File: config.mk
export PLATFORM = sky130hd
export DESIGN_NAME = clock_seq_ctrl
export DESIGN_NICKNAME = d
export VERILOG_FILES = /design/src/rtl/clock_pkg.sv /design/src/rtl/tick_prescaler.sv /design/src/rtl/clock_seq_ctrl.sv
export SDC_FILE = /design/constraint.sdc
export NUM_CORES = 1
export LEC_CHECK = 0
export ABC_AREA = 1
export CORE_MARGIN = 10
export CORE_UTILIZATION = 45
export DETAILED_ROUTE_END_ITERATION = 8
export GPL_ROUTABILITY_DRIVEN = 1
export PLACE_DENSITY = 0.7
export SLEW_MARGIN = 20
export SYNTH_ARGS = -nofsm -noshare
export SYNTH_HDL_FRONTEND = slang
export SYNTH_SLANG_ARGS = --single-unit
File: constraint.sdc
create_clock -name Clk -period 1.9 [get_ports Clk]
set_input_delay 0.285 -clock Clk [delete_from_list [all_inputs] [get_ports Clk]]
set_output_delay 0.285 -clock Clk [all_outputs]
set_load 0.03 [all_outputs]
File: src/rtl/clock_pkg.sv
// clock_pkg: shared mode encodings, digit indices and BCD limits for the clock sequencer
package clock_pkg;

   typedef enum logic [1:0] {
      RUN     = 2'd0,
      SET_HR  = 2'd1,
      SET_MIN = 2'd2,
      SET_SEC = 2'd3
   } mode_t;

   localparam int IDX_SL = 0;
   localparam int IDX_SH = 1;
   localparam int IDX_ML = 2;
   localparam int IDX_MH = 3;
   localparam int IDX_HL = 4;
   localparam int IDX_HH = 5;

   localparam logic [3:0] DEC_MAX    = 4'd9;
   localparam logic [3:0] SEX_MAX    = 4'd5;
   localparam logic [3:0] HR_HI_MAX  = 4'd2;
   localparam logic [3:0] HR_LO_WRAP = 4'd3;

   function automatic mode_t next_mode(input mode_t m);
      return (m == RUN) ? SET_HR : (m == SET_HR) ? SET_MIN : (m == SET_MIN) ? SET_SEC : RUN;
   endfunction

endpackage

File: src/rtl/tick_prescaler.sv
// tick_prescaler: free-running divider producing a one-cycle tick every TICK_DIV clocks
module tick_prescaler #(
   parameter int TICK_DIV = 100_000_000
) (
   input  logic Clk,
   input  logic rst,
   output logic tick
);

   localparam int CW = $clog2(TICK_DIV);

   logic [CW-1:0] cnt;

   // count 0..TICK_DIV-1; tick is registered one step early so it is high while cnt sits at the terminal value
   always_ff @(posedge Clk or negedge rst) begin
      if (!rst) begin
         cnt  <= '0;
         tick <= 1'b0;
      end else begin
         cnt  <= (cnt == CW'(TICK_DIV - 1)) ? '0 : cnt + CW'(1);
         tick <= cnt == CW'(TICK_DIV - 2);
      end
   end

endmodule

File: src/rtl/clock_seq_ctrl.sv
// clock_seq_ctrl: mode FSM and ripple-carry strobe sequencer for the six BCD clock digits
module clock_seq_ctrl
   import clock_pkg::*;
#(
   parameter int TICK_DIV = 100_000_000
) (
   input  logic       Clk,
   input  logic       rst,
   input  logic       btn_mode,
   input  logic       btn_inc,
   input  logic [3:0] d_sl,
   input  logic [3:0] d_sh,
   input  logic [3:0] d_ml,
   input  logic [3:0] d_mh,
   input  logic [3:0] d_hl,
   input  logic [3:0] d_hh,
   output logic [5:0] inc_en,
   output logic [5:0] clr,
   output logic [1:0] mode,
   output logic       blink,
   output logic       tick
);

   mode_t      st;
   mode_t      mode_nx;
   logic       run_adv;
   logic       btn_ok;
   logic       c_sh;
   logic       c_ml;
   logic       m_step;
   logic       c_mh;
   logic       m_wrap;
   logic       h_step;
   logic       h_wrap;
   logic       h_carry;
   logic       sec_clr;
   logic [5:0] inc_d;
   logic [5:0] clr_d;

   tick_prescaler #(.TICK_DIV(TICK_DIV)) u_presc (
      .Clk (Clk),
      .rst (rst),
      .tick(tick)
   );

   assign mode = st;

   // carry decode: RUN ticks ripple through all fields, SET buttons enter at the selected field only
   always_comb begin
      mode_nx = btn_mode ? next_mode(st) : st;
      run_adv = (st == RUN) && tick;
      btn_ok  = btn_inc && !btn_mode;
      sec_clr = (st == SET_SEC) && btn_ok;
      c_sh    = run_adv && (d_sl >= DEC_MAX);
      c_ml    = c_sh && (d_sh >= SEX_MAX);
      m_step  = c_ml || ((st == SET_MIN) && btn_ok);
      c_mh    = m_step && (d_ml >= DEC_MAX);
      m_wrap  = c_mh && (d_mh >= SEX_MAX);
      h_step  = (run_adv && m_wrap) || ((st == SET_HR) && btn_ok);
      h_wrap  = h_step && (d_hh >= HR_HI_MAX) && (d_hl >= HR_LO_WRAP);
      h_carry = h_step && !h_wrap && (d_hl >= DEC_MAX);
      inc_d[IDX_SL] = run_adv && !c_sh;
      clr_d[IDX_SL] = c_sh || sec_clr;
      inc_d[IDX_SH] = c_sh && !c_ml;
      clr_d[IDX_SH] = c_ml || sec_clr;
      inc_d[IDX_ML] = m_step && !c_mh;
      clr_d[IDX_ML] = c_mh;
      inc_d[IDX_MH] = c_mh && !m_wrap;
      clr_d[IDX_MH] = m_wrap;
      inc_d[IDX_HL] = h_step && !h_wrap && !h_carry;
      clr_d[IDX_HL] = h_wrap || h_carry;
      inc_d[IDX_HH] = h_carry;
      clr_d[IDX_HH] = h_wrap;
   end

   // mode FSM with registered strobes; blink toggles on ticks in SET modes and is forced low whenever RUN is entered
   always_ff @(posedge Clk or negedge rst) begin
      if (!rst) begin
         st     <= RUN;
         inc_en <= '0;
         clr    <= '0;
         blink  <= 1'b0;
      end else begin
         st     <= mode_nx;
         inc_en <= inc_d;
         clr    <= clr_d;
         blink  <= (mode_nx == RUN) ? 1'b0 : blink ^ (tick && st != RUN);
      end
   end

endmodule

Word level (Yosys, flattened, before mapping)
Cells that the tools add are included.
Widths: inputs -> output; s select.
Storage, ports and cells
  flip-flop bits (word level): 43
  input bits: 28
Operators by class
  reduce and logical (&&, ||, !) cells: 35
  bitwise operators: 1
  order comparisons: 7
  mux-type cells: 6
  add/subtract/negate cells: 1
  equality and inequality tests: 5
Operators by type and width (count)
  $eq 27x27->1 const B: 2
  $add 27x1->27 const B: 1
  $mux 27: 1
  $logic_and 1x1->1: 20
  $ge 4x4->1 const B: 3
  $ge 4x2->1 const B: 2
  $ge 4x3->1 const B: 2
  $mux 2: 4
  $logic_not 1->1: 7
  $logic_or 1x1->1: 5
  $eq 2x2->1 const B: 2
  $logic_not 2->1: 2
  $eq 2x1->1 const B: 1
  $reduce_bool 2->1: 1
  $mux 1: 1
  $xor 1x1->1: 1

Logic depth before layout (Yosys ltp)
  depth after elaboration: 16
  gate-level depth with buffers: 10
  gate-level depth less buffers: 10

Modules after synthesis
Synthesis repeated with hierarchy kept, for this count alone.
Unflattened totals
  cell total of the unflattened synthesis: 336
  area total of the unflattened synthesis: 2558.7 µm²
Modules (own cells, without submodules)
  tick_prescaler: times used 1, sequential area each 700.7 µm², area an instance 1848.0 µm², cells an instance 260
  clock_seq_ctrl: times used 1, sequential area each 375.4 µm², area an instance 710.7 µm², cells an instance 76

Worst setup path after synthesis
Ideal clock, no wire load.
  kind: register to register
  from: reg st[0] (netlist: mode[0])
  to: reg inc_en[4]
  data arrival time: 1.443 ns
  required time: 1.776 ns
  cell stages (with the launch flop): 11
  path buffers: 0
  period minus slack after synthesis: 1.567 ns
  setup slack: 0.333 ns
  cell sequence: dfrtp_1 -> inv_1 -> ha_1 -> nand2_1 -> inv_1 -> nand3_1 -> nand2_1 -> nand4_1 -> nand2_1 -> nand2_1 -> nor2_1
On the way
  word-level cells in the longest chain between the ends: 16
Ends and longest elaborated chain
  start: declaration: RTL line clock_seq_ctrl.sv:24  | mode_t st;
  start signal: assignment: RTL line clock_seq_ctrl.sv:84  | st <= mode_nx;
  $logic_not 2->1: RTL line clock_seq_ctrl.sv:51  | run_adv = (st == RUN) && tick;
  $logic_and 1x1->1: RTL line clock_seq_ctrl.sv:51
  $logic_and 1x1->1: RTL line clock_seq_ctrl.sv:54  | c_sh = run_adv && (d_sl >= DEC_MAX);
  $logic_and 1x1->1: RTL line clock_seq_ctrl.sv:55  | c_ml = c_sh && (d_sh >= SEX_MAX);
  $logic_or 1x1->1: RTL line clock_seq_ctrl.sv:56  | m_step = c_ml || ((st == SET_MIN) && btn_ok);
  $logic_and 1x1->1: RTL line clock_seq_ctrl.sv:57  | c_mh = m_step && (d_ml >= DEC_MAX);
  $logic_and 1x1->1: RTL line clock_seq_ctrl.sv:58  | m_wrap = c_mh && (d_mh >= SEX_MAX);
  $logic_and 1x1->1: RTL line clock_seq_ctrl.sv:59  | h_step = (run_adv && m_wrap) || ((st == SET_HR) && btn_ok);
  $logic_or 1x1->1 *: RTL line clock_seq_ctrl.sv:59
  $logic_and 1x1->1 (2 in a row): RTL line clock_seq_ctrl.sv:60  | h_wrap = h_step && (d_hh >= HR_HI_MAX) && (d_hl >= HR_LO_WRAP);
  $logic_not 1->1: RTL line clock_seq_ctrl.sv:61, clock_seq_ctrl.sv:70
  $logic_and 1x1->1 *: RTL line clock_seq_ctrl.sv:61, clock_seq_ctrl.sv:70
  $logic_and 1x1->1: RTL line clock_seq_ctrl.sv:61  | h_carry = h_step && !h_wrap && (d_hl >= DEC_MAX);
  $logic_not 1->1: RTL line clock_seq_ctrl.sv:70  | inc_d[IDX_HL] = h_step && !h_wrap && !h_carry;
  $logic_and 1x1->1 *: RTL line clock_seq_ctrl.sv:70
  net inc_d[4]: RTL line clock_seq_ctrl.sv:37  | logic [5:0] inc_d;
  end signal: assignment: RTL line clock_seq_ctrl.sv:85  | inc_en <= inc_d;
  end: declaration: RTL line clock_seq_ctrl.sv:17  | output logic [5:0] inc_en,
Mark *: on every way through the listed nets, which the timed path passes. The rest lies on a longest branch.

Worst setup path after layout
  from: reg st[0] (netlist: mode[0])
  to: out mode[0]
RTL lines
  end: declaration: RTL line clock_seq_ctrl.sv:19  | output logic [1:0] mode,
No word-level cell between the ends.

==> metrics.md <==
| Metric | Value |
|---|---|
| Status | `finished, final reports clean` |
| Async SR Flop Fraction | `1.000` |
| Pint | `0.001370 W` |
| Core area | `0.005107 mm²` |
| Fin crit share | `0.8851` |
| CTS tree | `yes` |
| Buf/Inv on CP | `1` |
| Clock Tree Root | `clkbuf_8` |
| Clock share of power | `0.293` |
| Post-route cell area | `between 0.002 and 0.003 mm²` |
| Slowest library cell on the worst path | `clkdlybuf4s50_1` |
| Drt total wl | `a little over 5000 µm` |
| Share of layout cells above drive strength 1 | `0.1074` |
| Final count of negative-setup-slack endpoints | `0` |
| Slew Limit Headroom | `0.6471` |
| Worst endpoint required time | `between 1.5 and 2 ns` |
| Total grt overflow | `0` |
| Cell family with most CP delay | `buffers and inverters` |
| Switching share of power | `0.2806` |
| Placer Congestion | `0.9428` |
| Maxcap violations | `0` |
| Area grow syn2layout | `24.18%` |
| Worst VDD drop | `between 0.4 and 0.5 mV` |
| Largest net degree at the start of global routing | `44` |
| Layout Cells excl Fill | `396` |
| Final ANT Viol Nets | `0` |
| Netlist cell types | `32` |
| Comb power frac | `0.193` |
| TritonCTS buffer count | `5` |
| Vias per cell | `4.725` |
| Initial DRC Count | `60` |
| DRT Pass-1 Iters | `4` |
| Synth Warn # | `0` |
| Seq/Total Area, Yosys | `0.4550` |
| Max Fclk | `about 0.59 GHz` |
| WL met3 | `166 µm` |
| Die height | `92.49 µm` |
| Sink Count | `43` |
| Post-Syn Area | `0.002365 mm²` |
| Hold_buf cts | `0` |
| H-tree depth | `2` |
| P_leak | `approximately 1.4 nW` |
| Met2 WL post-DR | `2720 µm` |
| RSZ-0062 raised after global routing | `false` |
| Mapped Nets | `310` |
| Fraction of power consumed by sequential logic | `0.514` |
| Commonest non-fill, non-tap cell in the layout | `nand2_1` |
| Placed insts | `388` |
| Most frequent cells in the layout | `nand2_1 (49), inv_1 (44), dfrtp_1 (43)` |
| First-pass GRT wire length | `8680 µm` |
| CP Class | `register to output pin` |
| Rows | `26` |
| Min Tclk post-route | `approximately 1.7 ns` |
| Final #Nets | `between 300 and 400` |
| DR vias | `1871` |
| Clock buffer depth | `2` |
| Critical Path End Type | `output pin` |
| Predominant post-synthesis flop cell | `dfrtp_1` |
| Initial antenna violation count | `0` |
| IO Pins | `44` |
| Gr usage total | `0.1259` |
| Startpoint types | `register` |
| DR DRC count | `0` |
| M1 WL | `2260 µm` |
| Worst Path Max Fanout | `4` |
| Worst Tran Pin Value | `about 0.53 ns` |
| Fin. max-slew vios | `0` |
| Critical-path cell list | `clkdlybuf4s50_1` |
| Filler cells | `486` |
| Critical Path AT | `1.40 ns` |
| Resize count post-CTS | `0` |
| Worst-path clk slew | `about 0.080 ns` |
| Post-DP HPWL | `4244 µm` |
| Final Hold Violating Endpoints | `0` |
| Post-CTS setup repair buffer count | `0` |
| Vias in the first global route | `1787` |
| Syn_area_per_cell | `~8.6 µm²` |
| Diodes inserted | `0` |
| Final TNS setup | `0 ns` |
| Worst stage delay on the critical path | `0.69 ns` |
| Clk_lat worst skew | `0.29 ns` |
| Post-synth EDFFs | `0` |
| Worst clock skew | `around 0.0040 ns` |
| Count of input and output buffers | `42` |
| Routed len/inst | `13.13 µm` |
| Cell Pwr Density | `648.6 mW/mm²` |
| Initial Util | `0.4630` |
| Seq cells post-synth | `43` |
| Placed Area | `about 0.0029 mm²` |
| Die X | `92.49 µm` |
| Synth Instances | `276` |
| DR top layer | `met4` |
| Die Area | `approximately 0.0086 mm²` |
| Psw | `roughly 0.00053 W` |
| Class of the most critical hold timing path | `primary input to asynchronous set/reset pin` |
-- metrics by stage --
| stage | total power [W] | utilization | setup slack, ns | hold WS (ns) |
|---|---|---|---|---|
| final | 0.001905 | 0.5750 | 0.2183 | 0.04674 |
| after global routing | 0.002012 | 0.5750 | 0.03072 | 0.09716 |
| after CTS | 0.001939 | 0.5750 | 0.1948 | 0.06944 |
| after detailed placement | 0.001376 | 0.5583 | 0.1745 | 0.3908 |
| after global placement | 0.001364 | 0.5583 | 0.1634 | 0.3870 |
| after floorplan | 0.001189 | - | 0.3334 | -0.01059 |
-- final timing paths --
kind,startpoint,endpoint,slack [ns],cells past startpoint
max,mode[0]$_DFF_PN0_,mode[0],0.22,1
min,rst,u_presc.cnt[19]$_DFF_PN0_,0.05,2
max reg2reg,u_presc.cnt[0]$_DFF_PN0_,u_presc.cnt[21]$_DFF_PN0_,0.22,8
min reg2reg,u_presc.cnt[0]$_DFF_PN0_,u_presc.cnt[0]$_DFF_PN0_,0.49,1
max in group asynchronous,rst,u_presc.cnt[18]$_DFF_PN0_,1.49,2
min in group Clk,u_presc.cnt[0]$_DFF_PN0_,u_presc.cnt[0]$_DFF_PN0_,0.49,1
-- kinds of logic after synthesis --
| logic type | Yosys count | synth area share |
|---|---|---|
| flops | 43 | 0.4550 |
| buf+inv | 48 | 0.08677 |
| simple gates | 143 | 0.3058 |
| compound gates | 12 | 0.03175 |
| xor+xnor | 24 | 0.08889 |
| fa+ha+maj | 6 | 0.03175 |
-- synth_stat cells (5+ instances only) --
cell type	n	area (µm²)
xnor2_1	6	52.55
nand4_1	7	43.79
nor2_2	10	62.56
ha_1	6	75.07
nand3_1	16	80.08
nor3_2	5	50.05
inv_1	44	165.2
nand2_1	49	183.9
nor2_1	32	120.1
dfrtp_1	43	1076
xor2_1	18	157.7
nor3_1	10	50.05
-- routing by layer --
layer | up-vias | GRT usage
li1 | 965 | -
met1 | 875 | 0.1488
met2 | 23 | 0.2188
met3 | 8 | 0.02583
met4 | 0 | 0.04884
met5 | - | 0
-- state kept, by name, summed over array words and instances, names as in the netlist --
register,cells
blink,1
clr,6
inc_en,6
mode,2
u_presc.cnt,27
u_presc.tick,1
-- power by group through the flow --
stage                     Sequential [W]  Combinational (W)  Clock (W)
after floorplan                  0.00107           0.000117          0
after global placement          0.000995           0.000369          0
after detailed placement        0.000998           0.000377          0
after CTS                       0.000980           0.000378   0.000581
after global routing            0.000986           0.000412   0.000614
final                           0.000979           0.000368   0.000558
-- final cells by class --
class,instances,area [µm²],area share
clock buffers,6,72.57,0.02471
multi-input cells,185,1084,0.3690
flip-flops and latches,43,1076,0.3664
clock inverters,2,12.51,0.004261
inverters,46,173.9,0.05922
repair buffers,44,430.4,0.1466
well taps,70,87.58,0.02983
Note: power is estimated with default switching activity, not from simulation.
